<file path="src/rtl/muldiv_pkg.sv">
// muldiv_pkg: op codes and FSM state encoding shared by the multiply/divide unit
package muldiv_pkg;
  localparam logic [2:0] OP_MULT  = 3'b000;
  localparam logic [2:0] OP_MULTU = 3'b001;
  localparam logic [2:0] OP_DIV   = 3'b010;
  localparam logic [2:0] OP_DIVU  = 3'b011;
  localparam logic [2:0] OP_MTHI  = 3'b100;
  localparam logic [2:0] OP_MTLO  = 3'b101;
  typedef enum logic [1:0] {S_IDLE, S_RUN, S_FIX} state_e;
endpackage

</file>
<file path="src/rtl/muldiv_core.sv">
// muldiv_core: one-bit-per-step shift-add multiply / restoring divide datapath on unsigned magnitudes
module muldiv_core
  import muldiv_pkg::*;
#(
  parameter int WIDTH = 32
) (
  input  logic                 clk,
  input  logic                 rst,
  input  logic                 load,
  input  logic                 step,
  input  logic                 div,
  input  logic [WIDTH-1:0]     a_in,
  input  logic [WIDTH-1:0]     b_in,
  output logic [2*WIDTH-1:0]   acc
);
  logic [WIDTH-1:0] m;
  logic [WIDTH:0]   sum, rsh, diff;
  assign sum  = {1'b0, acc[2*WIDTH-1:WIDTH]} + (acc[0] ? {1'b0, m} : '0);
  assign rsh  = {acc[2*WIDTH-1:WIDTH], acc[WIDTH-1]};
  assign diff = rsh - {1'b0, m};
  always_ff @(posedge clk) begin
    if (rst) begin
      acc <= '0;
      m   <= '0;
    end else if (load) begin
      acc <= {{WIDTH{1'b0}}, a_in};
      m   <= b_in;
    end else if (step) begin
      acc <= div ? {(diff[WIDTH] ? rsh[WIDTH-1:0] : diff[WIDTH-1:0]), acc[WIDTH-2:0], !diff[WIDTH]}
                 : {sum, acc[WIDTH-1:1]};
    end
  end
endmodule

</file>
<file path="src/rtl/muldiv_unit.sv">
// muldiv_unit: iterative MULT/MULTU/DIV/DIVU with MTHI/MTLO and architectural HI/LO registers
module muldiv_unit
  import muldiv_pkg::*;
#(
  parameter int WIDTH = 32,
  parameter int CNT_W = $clog2(WIDTH) + 1
) (
  input  logic             clk,
  input  logic             rst,
  input  logic             start,
  input  logic [2:0]       op,
  input  logic [WIDTH-1:0] a,
  input  logic [WIDTH-1:0] b,
  input  logic             cancel,
  output logic             busy,
  output logic             done,
  output logic [WIDTH-1:0] hi,
  output logic [WIDTH-1:0] lo
);
  state_e             state, state_n;
  logic [CNT_W-1:0]   cnt;
  logic               neg_q, sa_q, div_q, dz_q;
  logic               go, load, a_neg, b_neg;
  logic [WIDTH-1:0]   a_mag, b_mag, quo, rem;
  logic [2*WIDTH-1:0] acc, prod;
  assign go    = state == S_IDLE && start && !cancel;
  assign load  = go && !op[2];
  assign a_neg = !op[0] && a[WIDTH-1];
  assign b_neg = !op[0] && b[WIDTH-1];
  assign a_mag = a_neg ? -a : a;
  assign b_mag = b_neg ? -b : b;
  assign prod  = neg_q ? -acc : acc;
  assign quo   = neg_q ? -acc[WIDTH-1:0] : acc[WIDTH-1:0];
  assign rem   = sa_q ? -acc[2*WIDTH-1:WIDTH] : acc[2*WIDTH-1:WIDTH];
  assign busy  = state != S_IDLE;
  assign done  = state == S_FIX;
  muldiv_core #(.WIDTH(WIDTH)) u_core (
    .clk  (clk),
    .rst  (rst),
    .load (load),
    .step (state == S_RUN),
    .div  (div_q),
    .a_in (a_mag),
    .b_in (b_mag),
    .acc  (acc)
  );
  always_comb begin
    state_n = cancel                                      ? S_IDLE :
              load                                        ? S_RUN  :
              (state == S_RUN && cnt == CNT_W'(WIDTH - 1)) ? S_FIX  :
              state == S_FIX                              ? S_IDLE : state;
  end
  always_ff @(posedge clk) begin
    if (rst) begin
      state <= S_IDLE;
      cnt   <= '0;
      hi    <= '0;
      lo    <= '0;
      neg_q <= 1'b0;
      sa_q  <= 1'b0;
      div_q <= 1'b0;
      dz_q  <= 1'b0;
    end else begin
      state <= state_n;
      cnt   <= load ? '0 : state == S_RUN ? cnt + CNT_W'(1) : cnt;
      if (load) begin
        neg_q <= a_neg ^ b_neg;
        sa_q  <= a_neg;
        div_q <= op[1];
        dz_q  <= b == '0;
      end
      if (go && op == OP_MTHI) hi <= a;
      if (go && op == OP_MTLO) lo <= a;
      if (state == S_FIX && !cancel) begin
        hi <= div_q ? rem : prod[2*WIDTH-1:WIDTH];
        lo <= div_q ? (dz_q ? '1 : quo) : prod[WIDTH-1:0];
      end
    end
  end
endmodule

</file>
<file path="config.mk">
export PLATFORM = sky130hd
export DESIGN_NAME = muldiv_unit
export DESIGN_NICKNAME = d
export VERILOG_FILES = /design/src/rtl/muldiv_pkg.sv /design/src/rtl/muldiv_core.sv /design/src/rtl/muldiv_unit.sv
export SDC_FILE = /design/constraint.sdc
export NUM_CORES = 1
export LEC_CHECK = 0
export ABC_AREA = 1
export CAP_MARGIN = 40
export CORE_AREA = 2 2 215 217
export CTS_CLUSTER_DIAMETER = 60
export DETAILED_ROUTE_END_ITERATION = 8
export DIE_AREA = 0 0 217 219
export PLACE_DENSITY = 0.69
export SLEW_MARGIN = 20
export SYNTH_ARGS = -nofsm -noshare
export SYNTH_HDL_FRONTEND = slang
export SYNTH_HIERARCHICAL = 1
export SYNTH_SLANG_ARGS = --single-unit
</file>
<file path="constraint.sdc">
create_clock -name clk -period 3.5 [get_ports clk]
set_clock_uncertainty 0.2 [all_clocks]
set_input_delay 0.525 -clock clk [delete_from_list [all_inputs] [get_ports clk]]
set_output_delay 0.525 -clock clk [all_outputs]
set_load 0.005 [all_outputs]
</file>
==> reports/results.md, run 1 <==
| Parameter | This run |
|:---|:---|
| Run status | finished, final reports clean |
| Number of setup violations in the final report | 0 |
| Required arrival time at the worst endpoint | 3.72 ns |
| Post-placement setup slack | 0.418 ns |
| Post-CTS setup repair buffer count | 0 |
| Overall overflow remaining after global route | 0 |
| Synth area leaders | sky130_fd_sc_hd__nand2_1 21%, sky130_fd_sc_hd__dfxtp_1 19%, sky130_fd_sc_hd__inv_1 10% |
| Leakage | 10.3 nW |
| Die area | 0.0475 mm^2 |
| Relative slew margins | 51.1% |
| Register Area | 0.00345 mm^2 |
| Filler cell count | 4,954 |
| Seq/Total Area, Yosys | 19.2% |
| Number of detailed-routing iterations run before antenna repair | 6 |
| Fraction of final layout cells sized beyond drive strength 1 | 5.88% |
| Clock-pin slew of the registers on the worst-case setup and hold paths | 0.08 ns |
| Final-report max-slew violation count | 0 |
| Synth top area share | 20.8% |
| Via count of the first global-routing pass | 19,000 |
| Distinct cell type count of the synthesized netlist | 56 |
| Routed vias | 21,300 |
| Setup crit end kind | flip-flop |
| Initial DRC Count | 2,607 |
| H-tree Lvls | 4 |
| Flip-flop cell with the highest count after synthesis | sky130_fd_sc_hd__dfxtp_1 |
| Post-layout minimum cycle time | 3.04 ns |
| Clock tree from TritonCTS | built |
| Final Util | 45.7% |
| Category of the critical setup timing path | reg -> reg |
| Number of antenna violations at the first check in global routing | 4 |
| Fraction of registers with async set/reset | 0% |
| Clock sink count | 172 |
| Area of the core | 0.0451 mm^2 |
| Number of buffers created by CTS | 17 |
| Crit path max fanout | 33 |
| Seq cells post-synth | 172 |
| WL/cell | 19.2 um |
| Via-to-Cell Ratio | 5.45 |
| Site Rows | 78 |
| I/O pin total | 137 |
| Maxcap violations | 0 |
| Cell taking the most area after synthesis | sky130_fd_sc_hd__nand2_1 |
| Hold Crit Class | reg -> reg |
| CTS root buffer | sky130_fd_sc_hd__clkbuf_16 |
| Port Buf Inserts | 136 |
| Multi-input combinational cell area | 0.0121 mm^2 |
| Worst-Margin Slew | 0.728 ns |
| Vertical die dimension | 219 um |
| Clock latency on the worst-skew pair | 0.48 ns |
| Final hold viol count | 0 |
| Category of the worst setup path launch point | flip-flop |
| First-pass GRT wire length | 113,000 um |
| Total negative slack for setup checks | 0 ns |
| Post-synthesis instance area | 0.0179 mm^2 |
| Cell Pwr Density | 313 mW/mm^2 |
| Initial core utilization | 39.8% |
| Setup repair after global routing missed its margin | false |
| Layout Nets | 3,443 |
| Overall track demand over capacity in global routing | 31.1% |
| Post-route DRC | 0 |
| Synth Net Count | 3,338 |
| Avg Inst Size Synth | 5.61 um^2 |
| DP Wirelength | 60,800 um |
| Number of warnings issued by yosys | 6 |
| Final estimated routing congestion in global placement | 1.03 |
| ANT nets after route | 0 |
| Number of buffers inserted for hold repair after clock tree synthesis | 0 |
| Period utilisation layout | 86.9% |
| Number of synthesized flops with an enable pin | 0 |
| Critical path arrival | 3.26 ns |
| Quantity of gates resized following cts | 0 |
| Setup WS post-layout | 0.457 ns |
| Pin count of the biggest net entering global routing | 63 |
| Gate Count Post-Synth | 3,196 |
| Width of the chip | 217 um |
| Wire length after detailed routing | 75,300 um |
| Max Clock Freq | 0.329 GHz |
| Area grow syn2layout | 15.0% |
| Worst VDD drop | 0.000278 V |
| Number of buffers on the longest clock path | 2 |
routing by layer:
metal | vias up | track usage, % | share of wire, %
met1 | 9634 | 40.6 | 42
met5 | - | 0 | 0.013
met3 | 200 | 5.84 | 9.0
met4 | 2 | 16.8 | 5.6
met2 | 1084 | 48.5 | 44
li1 | 10400 | - | -
flip-flops by register name (all words and copies together) (netlist names):
register    count
u_core/m       32
state           2
cnt             6
dz_q            1
hi             32
lo             32
div_q           1
u_core/acc     64
sa_q            1
neg_q           1
cell families (layout without fill, tap and decap cells):
logic type | count (synthesis) | in the layout | share of synthesized area, %
other | 0 | 3 | 0
and+or+nand+nor | 1749 | 1749 | 41.6
AOI/OAI and AO/OA | 511 | 511 | 16.6
buffers and inverters | 612 | 730 | 13.6
DFF | 172 | 172 | 19.2
adders and majority gates | 71 | 71 | 5.04
xor gates and xnor gates | 81 | 81 | 3.96
cell usage in the layout, fill, tap and decap left out, types with 8 or more instances in the layout:
cell / instances
sky130_fd_sc_hd__a211oi_1: 32
sky130_fd_sc_hd__a21oi_1: 164
sky130_fd_sc_hd__a21oi_2: 11
sky130_fd_sc_hd__a31oi_1: 77
sky130_fd_sc_hd__and2_1: 9
sky130_fd_sc_hd__buf_4: 62
sky130_fd_sc_hd__clkbuf_16: 17
sky130_fd_sc_hd__clkdlybuf4s50_1: 135
sky130_fd_sc_hd__dfxtp_1: 170
sky130_fd_sc_hd__ha_1: 69
sky130_fd_sc_hd__inv_1: 483
sky130_fd_sc_hd__inv_2: 12
sky130_fd_sc_hd__nand2_1: 995
sky130_fd_sc_hd__nand2_2: 15
sky130_fd_sc_hd__nand3_1: 236
sky130_fd_sc_hd__nand3b_1: 31
sky130_fd_sc_hd__nand4_1: 23
sky130_fd_sc_hd__nor2_1: 342
sky130_fd_sc_hd__nor2_2: 19
sky130_fd_sc_hd__nor3_1: 36
sky130_fd_sc_hd__nor4_1: 8
sky130_fd_sc_hd__o211ai_1: 18
sky130_fd_sc_hd__o21ai_0: 151
sky130_fd_sc_hd__o21ai_1: 19
sky130_fd_sc_hd__o21bai_1: 8
sky130_fd_sc_hd__xnor2_1: 24
sky130_fd_sc_hd__xor2_1: 57
synthesized netlist by cell type, types with 32 or more instances:
cell and number:
sky130_fd_sc_hd__a211oi_1 32, sky130_fd_sc_hd__a21oi_1 164, sky130_fd_sc_hd__a31oi_1 77, sky130_fd_sc_hd__clkbuf_1 65, sky130_fd_sc_hd__dfxtp_1 172, sky130_fd_sc_hd__ha_1 69, sky130_fd_sc_hd__inv_1 484, sky130_fd_sc_hd__nand2_1 995
sky130_fd_sc_hd__nand3_1 236, sky130_fd_sc_hd__nor2_1 343, sky130_fd_sc_hd__nor3_1 36, sky130_fd_sc_hd__o21ai_0 151, sky130_fd_sc_hd__xor2_1 57
area by class of cell:
type                            count  area share, %
Antenna cell                        3         0.0364
Clock buffer                       19           2.10
Clock inverter                     13          0.874
Inverter                          498           9.07
Multi-Input combinational cell   2412           58.5
Sequential cell                   172           16.7
Tap cell                          600           3.64
Timing Repair Buffer              200           9.10
worst max-delay path, cell delays in order (launching register included):
cell,delay (ns)
sky130_fd_sc_hd__dfxtp_1,0.42
sky130_fd_sc_hd__inv_1,0.12
sky130_fd_sc_hd__ha_1,0.24
sky130_fd_sc_hd__fa_1,0.38
sky130_fd_sc_hd__inv_1,0.11
sky130_fd_sc_hd__nand2_1,0.07
sky130_fd_sc_hd__nand2_1,0.08
sky130_fd_sc_hd__nand3_1,0.08
sky130_fd_sc_hd__nand2_1,0.15
sky130_fd_sc_hd__nand2_1,0.08
sky130_fd_sc_hd__nand2_2,0.09
sky130_fd_sc_hd__nand2_2,0.08
sky130_fd_sc_hd__nand2_2,0.08
sky130_fd_sc_hd__nand2_4,0.19
sky130_fd_sc_hd__nand2_8,0.27
sky130_fd_sc_hd__nand2_1,0.10
sky130_fd_sc_hd__nand2_1,0.07
sky130_fd_sc_hd__nand2_1,0.06
sky130_fd_sc_hd__a21oi_2,0.12
worst paths after layout:
check,startpoint,endpoint,slack [ns],cells after the start
worst max-delay path,u_core/acc[31],u_core/acc[61],0.46,18
worst min-delay path,cnt[5],cnt[5],0.28,2
worst max register to register,u_core/acc[31],u_core/acc[61],0.46,18
worst min register to register,cnt[5],cnt[5],0.28,2
through the flow:
step	cells	total power, mW	hold slack [ns]	instance area (um^2)
floorplan	3196	3.66	0.244	17900
global placement	3882	4.31	0.260	20000
detailed placement	3882	4.31	0.261	20000
CTS	3914	6.40	0.274	20600
global route	3917	6.78	0.302	20600
finish	3917	6.45	0.276	20600
power by group:
group	total (mW)	switching (mW)	internal (mW)
sequential	2.09	0.0738	2.01
combinational	2.26	1.54	0.718
clock	2.10	0.960	1.14
total	6.45	2.58	3.87
Note: power is estimated with default switching activity, not from simulation.
==> run 2: changes to the inputs <==
--- a/config.mk
+++ b/config.mk
@@ -6,13 +6,13 @@
 export NUM_CORES = 1
 export LEC_CHECK = 0
 export ABC_AREA = 1
-export CAP_MARGIN = 40
+export CAP_MARGIN = 20
 export CORE_AREA = 2 2 215 217
 export CTS_CLUSTER_DIAMETER = 60
 export DETAILED_ROUTE_END_ITERATION = 8
 export DIE_AREA = 0 0 217 219
 export PLACE_DENSITY = 0.69
-export SLEW_MARGIN = 20
+export SLEW_MARGIN = 0
 export SYNTH_ARGS = -nofsm -noshare
 export SYNTH_HDL_FRONTEND = slang
 export SYNTH_HIERARCHICAL = 1
==> results of run 2 <==
Same layout as run 1: the final DEF is identical, and so are final timing and power.
